$ cat src/rtl/tlb_op_ctrl.sv
// tlb_op_ctrl: runs TLBP/TLBR/TLBWI/TLBWR one at a time on the shared TLB.
// Define TLB_FLUSH_EN to add a whole-array flush sequence (flush_req/flush_busy).
module tlb_op_ctrl #(
  parameter int TLBNUM = 16,
  parameter int IDXW   = $clog2(TLBNUM)
) (
  input  logic            clk,
  input  logic            reset,
`ifdef TLB_FLUSH_EN
  input  logic            flush_req,
  output logic            flush_busy,
`endif
  input  logic            op_valid,
  output logic            op_ready,
  input  logic [1:0]      op_code,
  output logic            op_done,
  input  logic [89:0]     cp0_entry,
  input  logic [IDXW-1:0] cp0_index,
  input  logic [IDXW-1:0] cp0_wired,
  input  logic            cp0_wired_we,
  output logic [IDXW-1:0] random,
  output logic [18:0]     tlb_s_vpn2,
  output logic [7:0]      tlb_s_asid,
  input  logic            tlb_s_found,
  input  logic [IDXW-1:0] tlb_s_index,
  output logic [IDXW-1:0] tlb_r_index,
  input  logic [89:0]     tlb_r_entry,
  output logic            tlb_we,
  output logic [IDXW-1:0] tlb_w_index,
  output logic [89:0]     tlb_w_entry,
  output logic            idx_we,
  output logic            idx_p,
  output logic [IDXW-1:0] idx_val,
  output logic            ent_we,
  output logic [89:0]     ent_val
);

  localparam logic [1:0] OP_P  = 2'b00;
  localparam logic [1:0] OP_R  = 2'b01;
  localparam logic [1:0] OP_WR = 2'b11;

  localparam logic [IDXW-1:0] RMAX = IDXW'(TLBNUM - 1);

`ifdef TLB_FLUSH_EN
  typedef enum logic [1:0] {
    S_IDLE, S_EXEC, S_RESP, S_FLUSH
  } state_e;
`else
  typedef enum logic [1:0] {
    S_IDLE, S_EXEC, S_RESP
  } state_e;
`endif

  state_e          state_q, state_d;
  logic [1:0]      op_q, op_d;
  logic [89:0]     entry_q, entry_d;
  logic [IDXW-1:0] idx_q, idx_d;
  logic            found_q, found_d;
  logic [IDXW-1:0] hit_q, hit_d;
  logic [89:0]     rent_q, rent_d;
  logic [IDXW-1:0] random_q, random_d;

`ifdef TLB_FLUSH_EN
  logic [IDXW-1:0] fcnt_q, fcnt_d;
  logic            fl_q, fl_d;
  logic            in_flush;
`endif

  logic is_p, is_r, is_w;
  logic resp_op;

  assign is_p = (op_q == OP_P);
  assign is_r = (op_q == OP_R);
  assign is_w = op_q[1];

  // Random: reload on Wired write, pin when Wired covers everything,
  // wrap at Wired (or below it), otherwise count down every cycle.
  always_comb begin
    random_d = random_q - 1'b1;
    if (cp0_wired_we) begin
      random_d = RMAX;
    end else if (cp0_wired >= RMAX) begin
      random_d = RMAX;
    end else if (random_q <= cp0_wired) begin
      random_d = RMAX;
    end
  end

  // Next-state and latch control for the op sequencer.
  always_comb begin
    state_d = state_q;
    op_d    = op_q;
    entry_d = entry_q;
    idx_d   = idx_q;
    found_d = found_q;
    hit_d   = hit_q;
    rent_d  = rent_q;
`ifdef TLB_FLUSH_EN
    fcnt_d  = fcnt_q;
    fl_d    = fl_q;
`endif
    unique case (state_q)
      S_IDLE: begin
`ifdef TLB_FLUSH_EN
        if (flush_req) begin
          fcnt_d  = '0;
          fl_d    = 1'b1;
          state_d = S_FLUSH;
        end else
`endif
        if (op_valid) begin
          op_d    = op_code;
          entry_d = cp0_entry;
          idx_d   = (op_code == OP_WR) ? random_q : cp0_index;
          state_d = S_EXEC;
        end
      end
      S_EXEC: begin
        if (is_p) begin
          found_d = tlb_s_found;
          hit_d   = tlb_s_index;
        end
        if (is_r) begin
          rent_d = tlb_r_entry;
        end
        state_d = S_RESP;
      end
      S_RESP: begin
`ifdef TLB_FLUSH_EN
        fl_d    = 1'b0;
`endif
        state_d = S_IDLE;
      end
`ifdef TLB_FLUSH_EN
      S_FLUSH: begin
        fcnt_d = fcnt_q + 1'b1;
        if (fcnt_q == RMAX) begin
          state_d = S_RESP;
        end
      end
`endif
      default: state_d = S_IDLE;
    endcase
  end

  // State, latched operands, results and Random.
  always_ff @(posedge clk) begin
    if (reset) begin
      state_q  <= S_IDLE;
      op_q     <= 2'b00;
      entry_q  <= '0;
      idx_q    <= '0;
      found_q  <= 1'b0;
      hit_q    <= '0;
      rent_q   <= '0;
      random_q <= RMAX;
`ifdef TLB_FLUSH_EN
      fcnt_q   <= '0;
      fl_q     <= 1'b0;
`endif
    end else begin
      state_q  <= state_d;
      op_q     <= op_d;
      entry_q  <= entry_d;
      idx_q    <= idx_d;
      found_q  <= found_d;
      hit_q    <= hit_d;
      rent_q   <= rent_d;
      random_q <= random_d;
`ifdef TLB_FLUSH_EN
      fcnt_q   <= fcnt_d;
      fl_q     <= fl_d;
`endif
    end
  end

  // Outputs; pulses are masked by reset so an abort never writes or completes.
  always_comb begin
    op_ready    = (state_q == S_IDLE);
    op_done     = (state_q == S_RESP) && !reset;
    resp_op     = op_done;
    tlb_we      = (state_q == S_EXEC) && is_w && !reset;
    tlb_w_index = idx_q;
    tlb_w_entry = entry_q;
`ifdef TLB_FLUSH_EN
    in_flush    = (state_q == S_FLUSH);
    flush_busy  = in_flush;
    resp_op     = op_done && !fl_q;
    if (in_flush) begin
      tlb_we      = !reset;
      tlb_w_index = fcnt_q;
      tlb_w_entry = '0;
    end
`endif
    tlb_s_vpn2  = entry_q[77:59];
    tlb_s_asid  = entry_q[58:51];
    tlb_r_index = idx_q;
    idx_we      = resp_op && is_p;
    idx_p       = ~found_q;
    idx_val     = found_q ? hit_q : '0;
    ent_we      = resp_op && is_r;
    ent_val     = rent_q;
    random      = random_q;
  end

endmodule

$ cat config.mk
export PLATFORM = sky130hd
export DESIGN_NAME = tlb_op_ctrl
export DESIGN_NICKNAME = d
export VERILOG_FILES = /design/src/rtl/tlb_op_ctrl.sv
export SDC_FILE = /design/constraint.sdc
export NUM_CORES = 1
export LEC_CHECK = 0
export ABC_AREA = 1
export ABC_CLOCK_PERIOD_IN_PS = 1830
export BUFFER_PORTS_ARGS = -buffer_cell sky130_fd_sc_hd__buf_2
export CORE_AREA = 3 3 167 169
export DETAILED_ROUTE_END_ITERATION = 6
export DIE_AREA = 0 0 170 172
export HOLD_SLACK_MARGIN = 0.06
export PLACE_DENSITY = 0.65
export RECOVER_POWER = 25
export SYNTH_ARGS = -nofsm -noshare
export SYNTH_HDL_FRONTEND = slang
export SYNTH_SLANG_ARGS = --single-unit
export TNS_END_PERCENT = 10
$ cat constraint.sdc
create_clock -name clk -period 1.83 [get_ports clk]
set_input_delay 0.0915 -clock clk [delete_from_list [all_inputs] [get_ports clk]]
set_output_delay 0.0915 -clock clk [all_outputs]
set_load 0.02 [all_outputs]
==> metrics.txt <==
max_slew headroom about three fifths; Fin. Hold Viols 0; Unique masters post-synth 21; Synth Area in Compound Gates 12.70%; WP buf/inv 3; row count 60; share of cells above drive strength 1 between 20 and 25%; clk root buf clkbuf_16; drt drc 0; slowest stage delay, CP between 500 and 600 ps; Synth Net Count 1158; hold worst-path end tlb_r_index[1]$_SDFFE_PP0P_; Lkg Pwr between 5 and 6 nW; full die area between 0.02 and 0.03 mm^2; sequential area share after synthesis a little over half; WP data required ~2100 ps; Synth Area in Simple Gates approximately 23%; Die Span X ~170 um; core footprint approximately 0.027 mm^2; RSZ-0062 raised after global routing no; setup TNS 0 ps; MaxCap Viol Count 0; clock sink count just under 200; max-slew violation count 0; Initial Util 27.87%; commonest non-fill, non-tap cell in the layout nor2_1; Syn Inst Count ~950; Fillers approximately 2700; GRT Overall Usage approximately 18%; Hold Path Depth 5; dpl hpwl 18.11 mm; Final ANT Viol Nets 0; Worst Path Max Fanout 7; Tcrit/Tclk final a little over 90%; CP Launch Type register; largest net degree at the start of global routing 59; final WL about 28 mm; PD cells about 860 mW/mm^2; multiplexer share of the synthesized area 0%; most frequent cells in the layout nor2_1, buf_2, dlygate4sd3_1, dfxtp_1, o21ai_0; Post-Syn Area around 0.0074 mm^2; Setup crit end kind register; CP Class register to register; status complete, no violations; initial drt markers around 370; post-layout minimum cycle time between 1500 and 2000 ps; worst reg2reg path endpoint hit_q[0]$_SDFFE_PP0P_; setup violators final 0; skew final ~13 ps; routed vias 8359; Ports ~430; slowest CP cell dlygate4sd3_1; fmax between 0.5 and 0.6 GHz; htree depth 4; Worst R2R Start state_q[0]$_SDFFE_PP0P_; #FFs+latches synth about 200; synthesized-area fraction occupied by adder cells less than 1%; Max IR drop VDD between 500 and 600 uV; worst reg2reg path depth 7; Worst Setup SP state_q[0]$_SDFFE_PP0P_; clock latency on the worst-skew pair 430 ps; gpl congestion around 0.76; PortBufs ~430; Post-Syn Area per Cell 7.808 um^2; main combinational cell family by area after synthesis simple AND/OR/NAND/NOR gates; Die Height between 150 and 200 um; hold slack about 73 ps; Hold Path Origin cp0_index[1]; CTS tree yes; nets@finish between 1500 and 2000; Overflow after GRT 0; postcts setup bufs 0; Num CTS Buffers 17; xor/xnor share of the synthesized area 0.1176%; via count of the first global-routing pass just over 8000; clk slew on worst S/H paths around 70 ps; Worst-Margin Slew 612.2 ps; first-pass GRT wire length roughly 41 mm; worst hold path class input pin to register; Crit path max-delay family buffers and inverters; Synthesis Warnings 0; average vias per placed instance ~4.4; Reg2Reg Setup Slack ~150 ps; initial antenna violation count 1; wire length per cell between 10 and 15 um; Worst EP arrival between 1500 and 2000 ps; most frequent CP cell nand2_1; area grow syn2layout 61.90%; DR pass1 iterations 4; crit path cell chain inv_2 -> nor2_4 -> buf_4 -> nand2_1 -> nand2_1 -> a21oi_1 -> dlygate4sd3_1; CTS max path bufs 2
[worst register-to-register path, cell delays in order (launching register included)]
cell and delay (ps):
dfxtp_2 360, inv_2 60, nor2_4 110, buf_4 180
nand2_1 130, nand2_1 90, a21oi_1 60, dlygate4sd3_1 570
[through the flow]
stage / total power [mW] / area (um^2) / util [%] / std cells / worst slack [ps]
3_3_place_gp: 6.376 / 9592 / 35.89 / 1653 / 208.6
2_1_floorplan: 5.798 / 7448 / - / 954 / 490.8
5_1_grt: 10.83 / 12060 / 45.11 / 1886 / 40.18
6_report: 10.32 / 12060 / 45.12 / 1887 / 151.0
4_1_cts: 10.45 / 12180 / 45.59 / 1886 / 70.12
3_5_place_dp: 6.395 / 9592 / 35.89 / 1653 / 239.1
[report_power, final]
group / leakage [nW] / internal [mW] / switching, mW
combinational: 3.65 / 0.833 / 1.11
sequential: 1.61 / 4.54 / 0.157
clock: 0.285 / 1.86 / 1.83
total: 5.55 / 7.23 / 3.09
[cell families (layout without fill, tap and decap cells)]
group | count (synthesis) | in the layout
AND/OR/NAND/NOR | 440 | 440
flip-flops | 197 | 197
AO/OA/AOI/OAI | 189 | 189
buffers and inverters | 122 | 713
adder cells (fa/ha/maj) | 5 | 5
XOR/XNOR | 1 | 1
other | 0 | 1
[cell type report]
cell class / instances / area, um^2 / share of cell area, %
antenna: 1 / 2.502 / 0.02075
clock buffer: 18 / 439.2 / 3.642
inverter: 32 / 136.4 / 1.131
timing repair buffer: 649 / 4250 / 35.25
tap: 341 / 426.7 / 3.538
multi-input combinational: 635 / 2718 / 22.54
clock inverter: 14 / 141.4 / 1.172
sequential: 197 / 3945 / 32.71
[state kept, by name, summed over array words and instances (netlist names)]
signal	flops
state_q	2
tlb_w_entry	90
hit_q	4
tlb_r_index	4
random	4
found_q	1
op_q	2
ent_val	90
[metal layers]
layer | global-route usage [%] | vias up | wire length [um]
met2 | 32.27 | 320 | 14130
met5 | 0 | - | 0
met4 | 7.090 | 0 | 939
met1 | 19.48 | 3837 | 10900
li1 | - | 4136 | -
met3 | 4.184 | 66 | 1631
[worst max-delay path by stage]
| stage | to | slack, ps | cells past startpoint |
|---|---|---|---|
| final | hit_q[0]$_SDFFE_PP0P_ | 150 | 7 |
| after global routing | hit_q[0]$_SDFFE_PP0P_ | 40 | 6 |
| after CTS | hit_q[2]$_SDFFE_PP0P_ | 70 | 5 |
| after detailed placement | ent_val[59]$_SDFFE_PP0P_ | 240 | 6 |
| after global placement | ent_val[59]$_SDFFE_PP0P_ | 210 | 6 |
| after floorplan | random[0]$_SDFF_PP1_ | 490 | 6 |
[synth_stat cells]
| cell | instances | area, um^2 |
|---|---|---|
| o21ai_1 | 22 | 110.1 |
| ha_1 | 5 | 62.56 |
| clkbuf_2 | 9 | 45.04 |
| nand3_1 | 11 | 55.05 |
| o21ai_0 | 161 | 805.8 |
| nand2_1 | 38 | 142.6 |
| a21oi_1 | 6 | 30.03 |
| nor2_4 | 2 | 22.52 |
| inv_12 | 1 | 16.27 |
| buf_12 | 9 | 180.2 |
| nand2_4 | 2 | 22.52 |
| nor2_1 | 385 | 1445 |
| dfxtp_1 | 197 | 3944 |
| buf_2 | 12 | 60.06 |
| inv_1 | 28 | 105.1 |
| buf_4 | 37 | 277.8 |
| inv_2 | 3 | 11.26 |
| xnor2_1 | 1 | 8.760 |
| nor3_1 | 2 | 10.01 |
| clkbuf_1 | 22 | 82.58 |
| buf_6 | 1 | 11.26 |
[what timing repair did]
action | 4_1_cts | 5_1_grt
hold endpoints to repair | 196 | 0
hold buffers | 201 | 0
endpoints found under the setup margin | 0 | 5
gates resized for setup | 0 | 2
Power figures use the tool's default switching activity.
